## src/rtl/seg_scan_ctrl.sv

```systemverilog
// rtl/seg_scan_ctrl.sv - four-digit 7-segment scanner fed from data memory via req/gnt reads
// Optional leading-zero blanking: define SEG_SCAN_LZ_BLANK_EN.
module seg_scan_ctrl #(
  parameter int BASE_ADDR    = 0,
  parameter int REFRESH_BITS = 18
) (
  input  logic        clk,
  input  logic        reset_n,
  input  logic        enable,
  output logic        mem_req,
  output logic [31:0] mem_addr,
  input  logic        mem_gnt,
  input  logic [31:0] mem_rdata,
  output logic [3:0]  an,
  output logic [6:0]  seg,
  output logic        dp,
  output logic        frame_done
);

  localparam int RC_W = REFRESH_BITS + 2;
  localparam logic [6:0] SEG_DASH  = 7'b0111111;
  localparam logic [6:0] SEG_BLANK = 7'b1111111;

  typedef enum logic [1:0] {S_IDLE, S_FETCH, S_COMMIT} state_t;

  state_t          r_state;
  state_t          w_state_nxt;
  logic [RC_W-1:0] r_rc;
  logic [1:0]      r_k;
  logic [1:0]      w_k_nxt;
  logic [3:0]      r_shadow [4];
  logic [3:0]      r_disp   [4];
  logic            r_valid;
  logic [3:0]      r_an;
  logic [6:0]      r_seg;
  logic            w_frame_start;
  logic [1:0]      w_sel;
  logic            w_shadow_we;
  logic            w_commit;
  logic            w_blank;
  logic [3:0]      w_an_nxt;
  logic [6:0]      w_seg_nxt;
  logic            w_unused_rdata;

  assign w_frame_start  = (r_rc == '0);
  assign w_sel          = r_rc[RC_W-1 -: 2];
  assign w_unused_rdata = ^mem_rdata[31:4];

  function automatic logic [6:0] f_seg7(input logic [3:0] v);
    case (v)
      4'h0: f_seg7 = 7'b1000000;
      4'h1: f_seg7 = 7'b1111001;
      4'h2: f_seg7 = 7'b0100100;
      4'h3: f_seg7 = 7'b0110000;
      4'h4: f_seg7 = 7'b0011001;
      4'h5: f_seg7 = 7'b0010010;
      4'h6: f_seg7 = 7'b0000010;
      4'h7: f_seg7 = 7'b1111000;
      4'h8: f_seg7 = 7'b0000000;
      4'h9: f_seg7 = 7'b0010000;
      4'hA: f_seg7 = 7'b0001000;
      4'hB: f_seg7 = 7'b0000011;
      4'hC: f_seg7 = 7'b0100111;
      4'hD: f_seg7 = 7'b0100001;
      4'hE: f_seg7 = 7'b0000110;
      default: f_seg7 = 7'b0001110;
    endcase
  endfunction

  always_ff @(posedge clk or negedge reset_n) begin
    if (!reset_n) begin
      r_rc    <= '0;
      r_state <= S_IDLE;
      r_k     <= 2'd0;
    end else begin
      r_rc    <= r_rc + 1'b1;
      r_state <= w_state_nxt;
      r_k     <= w_k_nxt;
    end
  end

  // Frame starts seen outside IDLE are simply ignored, so a stalled grant stretches one fetch.
  always_comb begin
    w_state_nxt = r_state;
    w_k_nxt     = r_k;
    w_shadow_we = 1'b0;
    w_commit    = 1'b0;
    mem_req     = 1'b0;
    mem_addr    = 32'd0;
    frame_done  = 1'b0;
    case (r_state)
      S_IDLE: begin
        if (w_frame_start && enable) begin
          w_state_nxt = S_FETCH;
          w_k_nxt     = 2'd0;
        end
      end
      S_FETCH: begin
        mem_req  = 1'b1;
        mem_addr = 32'(BASE_ADDR) + {30'd0, r_k};
        if (mem_gnt) begin
          w_shadow_we = 1'b1;
          if (r_k == 2'd3) begin
            w_state_nxt = S_COMMIT;
          end else begin
            w_k_nxt = r_k + 2'd1;
          end
        end
      end
      S_COMMIT: begin
        w_commit    = 1'b1;
        frame_done  = 1'b1;
        w_state_nxt = S_IDLE;
      end
      default: w_state_nxt = S_IDLE;
    endcase
  end

  always_ff @(posedge clk or negedge reset_n) begin
    if (!reset_n) begin
      for (int i = 0; i < 4; i++) begin
        r_shadow[i] <= 4'd0;
        r_disp[i]   <= 4'd0;
      end
      r_valid <= 1'b0;
    end else begin
      if (w_shadow_we) begin
        r_shadow[r_k] <= mem_rdata[3:0];
      end
      if (w_commit) begin
        for (int i = 0; i < 4; i++) begin
          r_disp[i] <= r_shadow[i];
        end
        r_valid <= 1'b1;
      end
    end
  end

`ifdef SEG_SCAN_LZ_BLANK_EN
  always_comb begin
    w_blank = 1'b0;
    case (w_sel)
      2'd0: w_blank = (r_disp[0] == 4'd0);
      2'd1: w_blank = (r_disp[0] == 4'd0) && (r_disp[1] == 4'd0);
      2'd2: w_blank = (r_disp[0] == 4'd0) && (r_disp[1] == 4'd0) && (r_disp[2] == 4'd0);
      default: w_blank = 1'b0;
    endcase
  end
`else
  assign w_blank = 1'b0;
`endif

  // an and seg come from the same register stage so they can never disagree for a cycle.
  always_comb begin
    w_an_nxt  = 4'b1111 ^ (4'b1000 >> w_sel);
    w_seg_nxt = SEG_DASH;
    if (r_valid) begin
      if (w_blank) begin
        w_an_nxt  = 4'b1111;
        w_seg_nxt = SEG_BLANK;
      end else begin
        w_seg_nxt = f_seg7(r_disp[w_sel]);
      end
    end
  end

  always_ff @(posedge clk or negedge reset_n) begin
    if (!reset_n) begin
      r_an  <= 4'b1111;
      r_seg <= SEG_DASH;
    end else begin
      r_an  <= w_an_nxt;
      r_seg <= w_seg_nxt;
    end
  end

  assign an  = r_an;
  assign seg = r_seg;
  assign dp  = 1'b1;

endmodule
```

## config.mk

```make
export PLATFORM = sky130hd
export DESIGN_NAME = seg_scan_ctrl
export DESIGN_NICKNAME = d
export VERILOG_FILES = /design/src/rtl/seg_scan_ctrl.sv
export SDC_FILE = /design/constraint.sdc
export NUM_CORES = 1
export LEC_CHECK = 0
export ABC_AREA = 0
export CAP_MARGIN = 20
export CORE_MARGIN = 2
export CORE_UTILIZATION = 45
export CTS_CLUSTER_DIAMETER = 120
export CTS_CLUSTER_SIZE = 16
export DETAILED_ROUTE_END_ITERATION = 8
export GPL_TIMING_DRIVEN = 0
export PLACE_DENSITY_LB_ADDON = 0.3
export RECOVER_POWER = 100
export REMOVE_ABC_BUFFERS = 1
export SKIP_CTS_REPAIR_TIMING = 1
export SLEW_MARGIN = 15
export SYNTH_ARGS = -nofsm -noshare
export SYNTH_HDL_FRONTEND = slang
export SYNTH_SLANG_ARGS = --single-unit
export TNS_END_PERCENT = 100
```

## constraint.sdc

```tcl
create_clock -name clk -period 1.7 [get_ports clk]
set_input_delay 0.51 -clock clk [delete_from_list [all_inputs] [get_ports clk]]
set_output_delay 0.51 -clock clk [all_outputs]
set_load 0.1 [all_outputs]
```

======== After elaboration in Yosys (flattened, before gate mapping) ========
Memories as Yosys holds them, arrays and structs flattened.
Cells that the tools add are included.
storage, ports and cells
  register bits after elaboration ......... 68
  bits in latches ......................... 0
  memory bits (writable) .................. 0
  ROM bits ................................ 112
  logic and storage cells ................. 58
  memories ................................ 1
memories
  name             words  bits a word  read ports  clocked after Yosys merged registers in  write ports  RTL line  source
  (no name shown)  16     7            1           0                                        0            50        case (v)
cells by class
  add/sub/neg operators ................... 2
  multiply operators ...................... 0
  div/mod/pow operators ................... 0
  order comparisons ....................... 3
  eq/ne operators ......................... 7
  shift operators ......................... 1
  multiplexer cells ....................... 20
  bitwise gates (word level) .............. 3
  reductions and logical operators ........ 7
operators by type and width
  kind                                                                   number
  20-bit by 1-bit adder with 20-bit output (second input constant)       1
  20-bit zero test                                                       1
  16-bit bitwise mux                                                     1
  2-bit 2-to-1 mux                                                       7
  4-bit 2-to-1 mux                                                       3
  4-bit binary-select mux with 2-bit select                              1
  4-bit demux with 2-bit select                                          1
  2-bit != test (second input constant)                                  4
  2-bit one-hot mux with 2 select lines                                  2
  7-bit 2-to-1 mux                                                       1
  3-bit greater-or-equal comparator (second input constant)              2
  2-bit NOT with 3-bit output                                            2
  2-bit == test (second input constant)                                  2
  1-bit 2-to-1 mux                                                       4
  4-bit NOT                                                              1
  4-bit AND reduction                                                    1
  4-bit by 2-bit >> shifter with 4-bit output (first input constant)     1
  3-bit by 1-bit < comparator with 1-bit output (second input constant)  1
  3-bit AND reduction                                                    1
  2-bit by 1-bit adder with 2-bit output (second input constant)         1
  2-bit by 1-bit == test with 1-bit output (second input constant)       1
  1-bit logical AND                                                      2
  2-bit zero test                                                        1
  2-bit nonzero test                                                     1

======== Depth between registers and ports, before layout ========
Gate-level depths: netlist (run 1).
  word-level depth ........................ 6
  mapped depth ............................ 7

======== Worst setup path before layout (run 1) ========
No wires, ideal clock.
  path kind ............................... reg2out
  from .................................... register r_state[0]
  to ...................................... output port mem_addr[0]
  data arrival time ....................... 2.769 ns
  data required time ...................... 1.190 ns
  path slack .............................. -1.579 ns
  cell stages (with the launch flop) ...... 3
  path through ............................ dfrtp_1 > nor2b_1 > and2_1
on the way
  word-level cells in the longest chain between the ends .. 2
ends and longest elaborated chain
  item                                      RTL line  source
  from (decl)                               26        state_t r_state;
  from (signal assigned)                    77        r_state <= w_state_nxt;
  2-bit by 1-bit == test with 1-bit output  91        case (r_state)
  2-bit 2-to-1 mux                          91
  to (decl)                                 11        output logic [31:0] mem_addr,
No other way between the ends.

======== Worst setup path in the final report (run 1) ========
  from .................................... register r_rc[18]
  to ...................................... register r_seg[3] (netlist: seg[3])
on the way
  word-level cells in the longest chain between the ends .. 6
ends and longest elaborated chain
  item                                                 RTL line  source
  from (decl)                                          28        logic [RC_W-1:0] r_rc;
  from (signal assigned)                               76        r_rc <= r_rc + 1'b1;
  2-bit NOT with 3-bit output (not written as such)    162       w_seg_nxt = f_seg7(r_disp[w_sel]);
  4-bit binary-select mux with 2-bit select            162
  4-bit 2-to-1 mux (not written as such) (2 in a row)  162
  memory 16 x 7 bit                                    n/a
  7-bit 2-to-1 mux                                     157       if (r_valid) begin
  net w_seg_nxt[3]                                     42        logic [6:0] w_seg_nxt;
  to (signal assigned)                                 173       r_seg <= w_seg_nxt;
  to (decl)                                            35        logic [6:0] r_seg;
The timed path passes the listed nets, and every way through them passes these cells. The select of a mux whose other input is x is not followed.
A chain may end at the register's enable or synchronous reset.

==> flow_metrics.tcl, run 1 <==
set metrics [dict create \
    outcome "finished with violations" \
    failed_checks "setup timing" \
    port_buffers 22 \
    cts.sinks 68 \
    globalRouteMet3Util_pct 3.35 \
    p_clk_share_pct 21.3 \
    cts_tree "yes" \
    fp.dieArea_sq_um 8140 \
    ys_types 47 \
    drt_iter0_drc 123 \
    netlist_top_cells_area "dfrtp_1, mux2_2, dfstp_2" \
    dp_cells 390 \
    synth_ff_type "dfrtp_1" \
    area_growth_pct 20.3 \
    overflow 0 \
    fp.coreArea_sq_um 7210 \
    worstMarginPinSlew_ns 1.07 \
    avgSynthCellArea_sq_um 12.1 \
    cp.required_ns 1.96 \
    routed_wl_microns 5900 \
    tns_ns -1.31 \
    routabilityCongestion 0.750 \
    dp_hpwl_microns 3880 \
    ir_worst_vdd_v 0.000877 \
    reg2reg_to "seg[3]" \
    setup_violations 13 \
    grt_pass1_vias 1933 \
    ys_async_sr_fraction_pct 100 \
    cts-root-buf "clkbuf_8" \
    antenna_found_initial 0 \
    cp_slowest_stage_delay_ns 0.60 \
    synth_top_area_share_pct 43.4 \
    fmax_mhz 524 \
    seq_area_frac_synth_pct 51.2 \
    hp-class "in -> async" \
    synth-edff-count 0 \
    p_comb_share_pct 41.7 \
    synth_top_cell_by_area "dfrtp_1" \
    placementRows 31 \
    viasPerCell 4.88 \
    skew_ns 0.00506 \
    cp-end-kind "register" \
    critPathArrivalTime_ns 2.17 \
    rrSetupSlack_ns -0.21 \
    syn-instance-count 276 \
    met1_usage_pct 20.7 \
    cts.path.max_buffers 2 \
    post-route-period-util_pct 112 \
    power_frac_seq_pct 37.0 \
    maxCapViolations 0 \
    crit_start "r_rc[18]" \
    slew_violations 0 \
    cp-start-kind "register" \
    vias 2075 \
    grt.total_usage_pct 15.2 \
    grt_max_degree 48 \
    p_sw_mw 2.53 \
    synthTopCellsByCount "dfrtp_1, buf_4, mux2_2" \
    power_density_nw_per_um2 1580 \
    slowest_stage "mux4_2" \
    reg2reg_from "r_rc[18]" \
    swShare_pct 39.8 \
    clock_latency_ns 0.35 \
    yosysMostFrequentCell "dfrtp_1" \
    num_io_pins 82 \
    setup_slack_ns -0.210 \
    min_period_ns 1.91 \
    cp_max_fo 6 \
    grt_setup_unrepaired "yes" \
    die_y_microns 90.2 \
    top_usage_layer "met2" \
    r2r_cells 6 \
    nets 369 \
    leakage_nw 1.85 \
    ys_ff_latch 68 \
    postRouteAntennaNets 0 \
    htree_levels 3 \
    finalNonFillerCells 425 \
    antenna_cells 0 \
    cts-buffers-inserted 9 \
    dr.pass1.iters 4 \
    hold_violations 0 \
    die_w_microns 90.2 \
    use_met2_pct 22.7 \
    critical_path_class "reg -> reg" \
    yosysWarningCount 0 \
    grt_pass1_wl_microns 9760 \
    slew_headroom_pct 28.9 \
    critical_path.endpoint "seg[3]" \
    netlist_area_sq_um 3350 \
    power.internal_mw 3.82 \
    cp_cell_sequence "mux4_2 > inv_4 > ha_2 > nor3b_2 > a22o_1 > a31oi_1" \
    layout-drive-gt1-share_pct 41.4 \
    start_util_pct 46.4 \
    clkTransAtPathRegs_ns 0.07 \
    wl_per_cell_microns 13.9 \
    drcViolationCount 0 \
]
-- layer usage --
metal / part of all wire, % / vias up
met1: 46 / 1039
met4: 2.5 / 0
met5: 0 / -
met2: 48 / 45
met3: 3.5 / 14
li1: - / 977
-- area by class of cell --
type / instances / area [sq um]
clock inverters: 5 / 50.0
well taps: 99 / 124
clock buffers: 11 / 151
repair buffers: 43 / 395
inverters: 9 / 38.8
fillers: 624 / 3190
multi-input cells: 190 / 1550
flip-flops and latches: 68 / 1720
-- sequential cells by signal (all words and copies together) (netlist names) --
name,flops
r_rc,20
r_disp,16
r_shadow,16
seg,7
an,4
r_k,2
r_state,2
r_valid,1
-- power by group through the flow --
stage	logic [mW]	registers, mW	clock network (mW)
after floorplan	1.33	2.89	0
after global routing	2.82	2.41	1.45
final	2.65	2.35	1.35
after global placement	2.23	2.35	0
after CTS	2.30	2.34	1.39
after detailed placement	2.28	2.37	0
-- worst max-delay path: cells and delay by family (launching register included) --
family | cells | cell delay, ns
flip-flops | 1 | 0.46
adder cells (fa/ha/maj) | 1 | 0.21
AO/OA/AOI/OAI | 2 | 0.39
multiplexers | 1 | 0.60
AND/OR/NAND/NOR | 1 | 0.05
buffers and inverters | 1 | 0.12
-- worst min-delay path by stage --
stage | startpoint | endpoint | slack, ns | cells past startpoint
after global placement | r_shadow[4] | r_disp[4] | 0.48 | 1
after global routing | reset_n | seg[6] | 0.44 | 1
final | reset_n | seg[6] | 0.34 | 1
after CTS | reset_n | seg[6] | 0.04 | 1
after detailed placement | reset_n | seg[6] | 0.42 | 1
after floorplan | reset_n | r_disp[0] | 0.21 | 0
-- logic make-up after synthesis --
kind of cell	after synthesis	share of synthesized area [%]
buffers and inverters	47	9.23
other	2	0.224
AOI/OAI and AO/OA	19	4.49
xor gates and xnor gates	18	4.71
and+or+nand+nor	73	11.9
muxes	37	13.8
adders and majority gates	12	4.49
DFF	68	51.2
-- per-stage QoR --
step	hold slack [ns]	power [mW]	util (%)	area (sq um)	worst slack (ns)
after global placement	0.477	4.58	48.9	3520	-2.05
after floorplan	0.214	4.22	-	3180	-1.58
after detailed placement	0.418	4.66	49.4	3570	-0.975
after global routing	0.441	6.68	55.8	4030	-0.274
after CTS	0.0418	6.03	52.2	3770	-1.39
final	0.336	6.35	55.8	4030	-0.210
-- cell usage in the layout, fill, tap and decap left out, types with 7 or more instances in the layout --
cell type and count:
dfrtp_1 51, mux2_2 32, conb_1 31, buf_4 28, nand2_1 20, clkbuf_8 11
dfstp_2 10, xor2_1 9, xnor2_1 9, nor2_1 8, ha_1 8, dfrtp_2 7
(Power assumes the default switching activity.)
==> inputs of run 2 (changes only) <==
--- a/config.mk
+++ b/config.mk
@@ -5,7 +5,7 @@
 export SDC_FILE = /design/constraint.sdc
 export NUM_CORES = 1
 export LEC_CHECK = 0
-export ABC_AREA = 0
+export ABC_AREA = 1
 export CAP_MARGIN = 20
 export CORE_MARGIN = 2
 export CORE_UTILIZATION = 45
==> flow_metrics.tcl, run 2 <==
set metrics [dict create \
    p_sw_mw 2.64 \
    grt_pass1_vias 2334 \
    antenna_found_initial 0 \
    layout-drive-gt1-share_pct 24.3 \
    drt_iter0_drc 86 \
    layout_common_cells "nand2_1, dfrtp_1, inv_1" \
    p_total_mw 6.30 \
    antenna_cells 0 \
    place_area_sq_um 3750 \
    setup_slack_ns -0.160 \
    min_period_ns 1.86 \
    drcViolationCount 0 \
    num_io_pins 82 \
    fin_area_sq_um 4230 \
    fp.coreArea_sq_um 7690 \
    slew_headroom_pct 9.74 \
    synth-edff-count 0 \
    mostFrequentLayoutCell "nand2_1" \
    seqCellArea_sq_um 1720 \
    synth_top_area_share_pct 41.0 \
    failed_checks "setup timing" \
    cts.sinks 68 \
    nets 505 \
    multi_input_area_sq_um 1590 \
    swShare_pct 41.9 \
    htree_levels 3 \
    fillers 713 \
    yosysWarningCount 0 \
    cp_max_fo 4 \
    power_frac_seq_pct 36.8 \
    clock_latency_ns 0.35 \
    hp-class "in -> async" \
    ys_types 34 \
    start_util_pct 46.0 \
    grt_setup_unrepaired "yes" \
    cts-root-buf "clkbuf_8" \
    power.internal_mw 3.66 \
    dp_hpwl_microns 4330 \
    setup_violations 7 \
    top_usage_layer "met2" \
    wl_per_cell_microns 11.4 \
    synth_ff_type "dfrtp_1" \
    post-route-period-util_pct 109 \
    fp.dieArea_sq_um 8590 \
    power_density_nw_per_um2 1490 \
    vias 2558 \
    top_register "r_rc" \
    seq_area_frac_synth_pct 48.4 \
    met1_usage_pct 19.4 \
    netlist_area_sq_um 3540 \
    clkTransAtPathRegs_ns 0.08 \
    critPathArrivalTime_ns 1.35 \
    grt_max_degree 43 \
    critical_path_class "reg -> out" \
    postRouteAntennaNets 0 \
    cp.required_ns 1.19 \
    cp-start-kind "register" \
    die_w_microns 92.7 \
    viasPerCell 4.54 \
    synth_top_cell_by_area "dfrtp_1" \
    yosysMostFrequentCell "nand2_1" \
    placementRows 32 \
    worstMarginPinSlew_ns 1.35 \
    leakage_nw 2.11 \
    area_growth_pct 19.5 \
    outcome "finished with violations" \
    hold_violations 0 \
    p_comb_share_pct 39.5 \
    routabilityCongestion 0.895 \
    routed_wl_microns 6420 \
    ys_async_sr_fraction_pct 100 \
    port_buffers 22 \
    synthTopCellsByCount "nand2_1, dfrtp_1, inv_1" \
    dr.pass1.iters 4 \
    largest_registers "r_rc: 20 flops, r_disp: 16 flops, r_shadow: 16 flops" \
    largest_register_ffs 20 \
    overflow 0 \
    netlist_top_cells_area "dfrtp_1, nand2_1, dfstp_2" \
    globalRouteMet3Util_pct 2.93 \
    slew_violations 0 \
    ys_ff_latch 68 \
    syn-instance-count 407 \
    cts.path.max_buffers 2 \
    grt.total_usage_pct 15.2 \
    maxCapViolations 0 \
    p_clk_share_pct 23.8 \
    use_met2_pct 24.7 \
    grt_pass1_wl_microns 10400 \
    fmax_mhz 538 \
    die_y_microns 92.7 \
    cts_tree "yes" \
    ir_worst_vdd_v 0.000999 \
    cp-end-kind "output port" \
    avgSynthCellArea_sq_um 8.70 \
    cts-buffers-inserted 9 \
    skew_ns 0.0120 \
]
run 2: critical path, cell delays in order, from the launching register on:
cell and delay, ns:
dfrtp_1 0.38, inv_2 0.05, nor2_4 0.19, inv_4 0.08, nor2_4 0.13, buf_12 0.18
run 2: kinds of logic after synthesis:
group	after synthesis	share of synthesized area [%]
AND/OR/NAND/NOR	204	26.9
XOR/XNOR	14	3.46
AO/OA/AOI/OAI	30	4.63
flip-flops	68	48.4
adder cells (fa/ha/maj)	12	4.24
other	2	0.212
buffers and inverters	77	12.1
run 2: final timing paths:
kind / from / endpoint / slack (ns) / cells past startpoint
max reg2reg: r_rc[18] / seg[0] / -0.03 / 11
min in group clk: r_disp[0] / r_disp[0] / 0.47 / 2
max in group asynchronous: reset_n / seg[3] / 0.11 / 2
max: r_state[0] / mem_addr[1] / -0.16 / 5
min reg2reg: r_disp[0] / r_disp[0] / 0.47 / 2
min: reset_n / r_rc[5] / 0.45 / 1
run 2: area by class of cell:
cell class / instances / area share [%]
repair buffers: 45 / 9.62
multi-input cells: 291 / 37.5
flip-flops and latches: 68 / 40.6
well taps: 102 / 3.02
clock inverters: 4 / 1.72
clock buffers: 11 / 3.58
inverters: 42 / 4.02
run 2: power groups by stage:
stage                     registers, mW  clock network [mW]  logic (mW)
final                              2.32                1.50        2.49
after global routing               2.37                1.58        2.70
after CTS                          2.31                1.53        2.24
after detailed placement           2.34                   0        2.23
after global placement             2.33                   0        2.19
after floorplan                    2.80                   0        1.34
run 2: through the flow:
stage	utilization (%)	worst slack, ns	TNS [ns]	std cells	hold WS [ns]
6_report	55.0	-0.160	-0.547	563	0.453
5_1_grt	55.0	-0.219	-7.72	563	0.499
4_1_cts	51.7	-1.44	-14.21	541	0.0678
3_5_place_dp	48.8	-1.05	-8.32	526	0.444
3_3_place_gp	48.5	-2.13	-145.08	525	0.455
2_1_floorplan	-	-1.60	-13.72	401	0.214
run 2: layer usage:
layer	share of wire, %	vias up
li1	-	1309
met1	45	1177
met2	49	61
met3	4.7	11
met4	1.5	0
met5	0	-
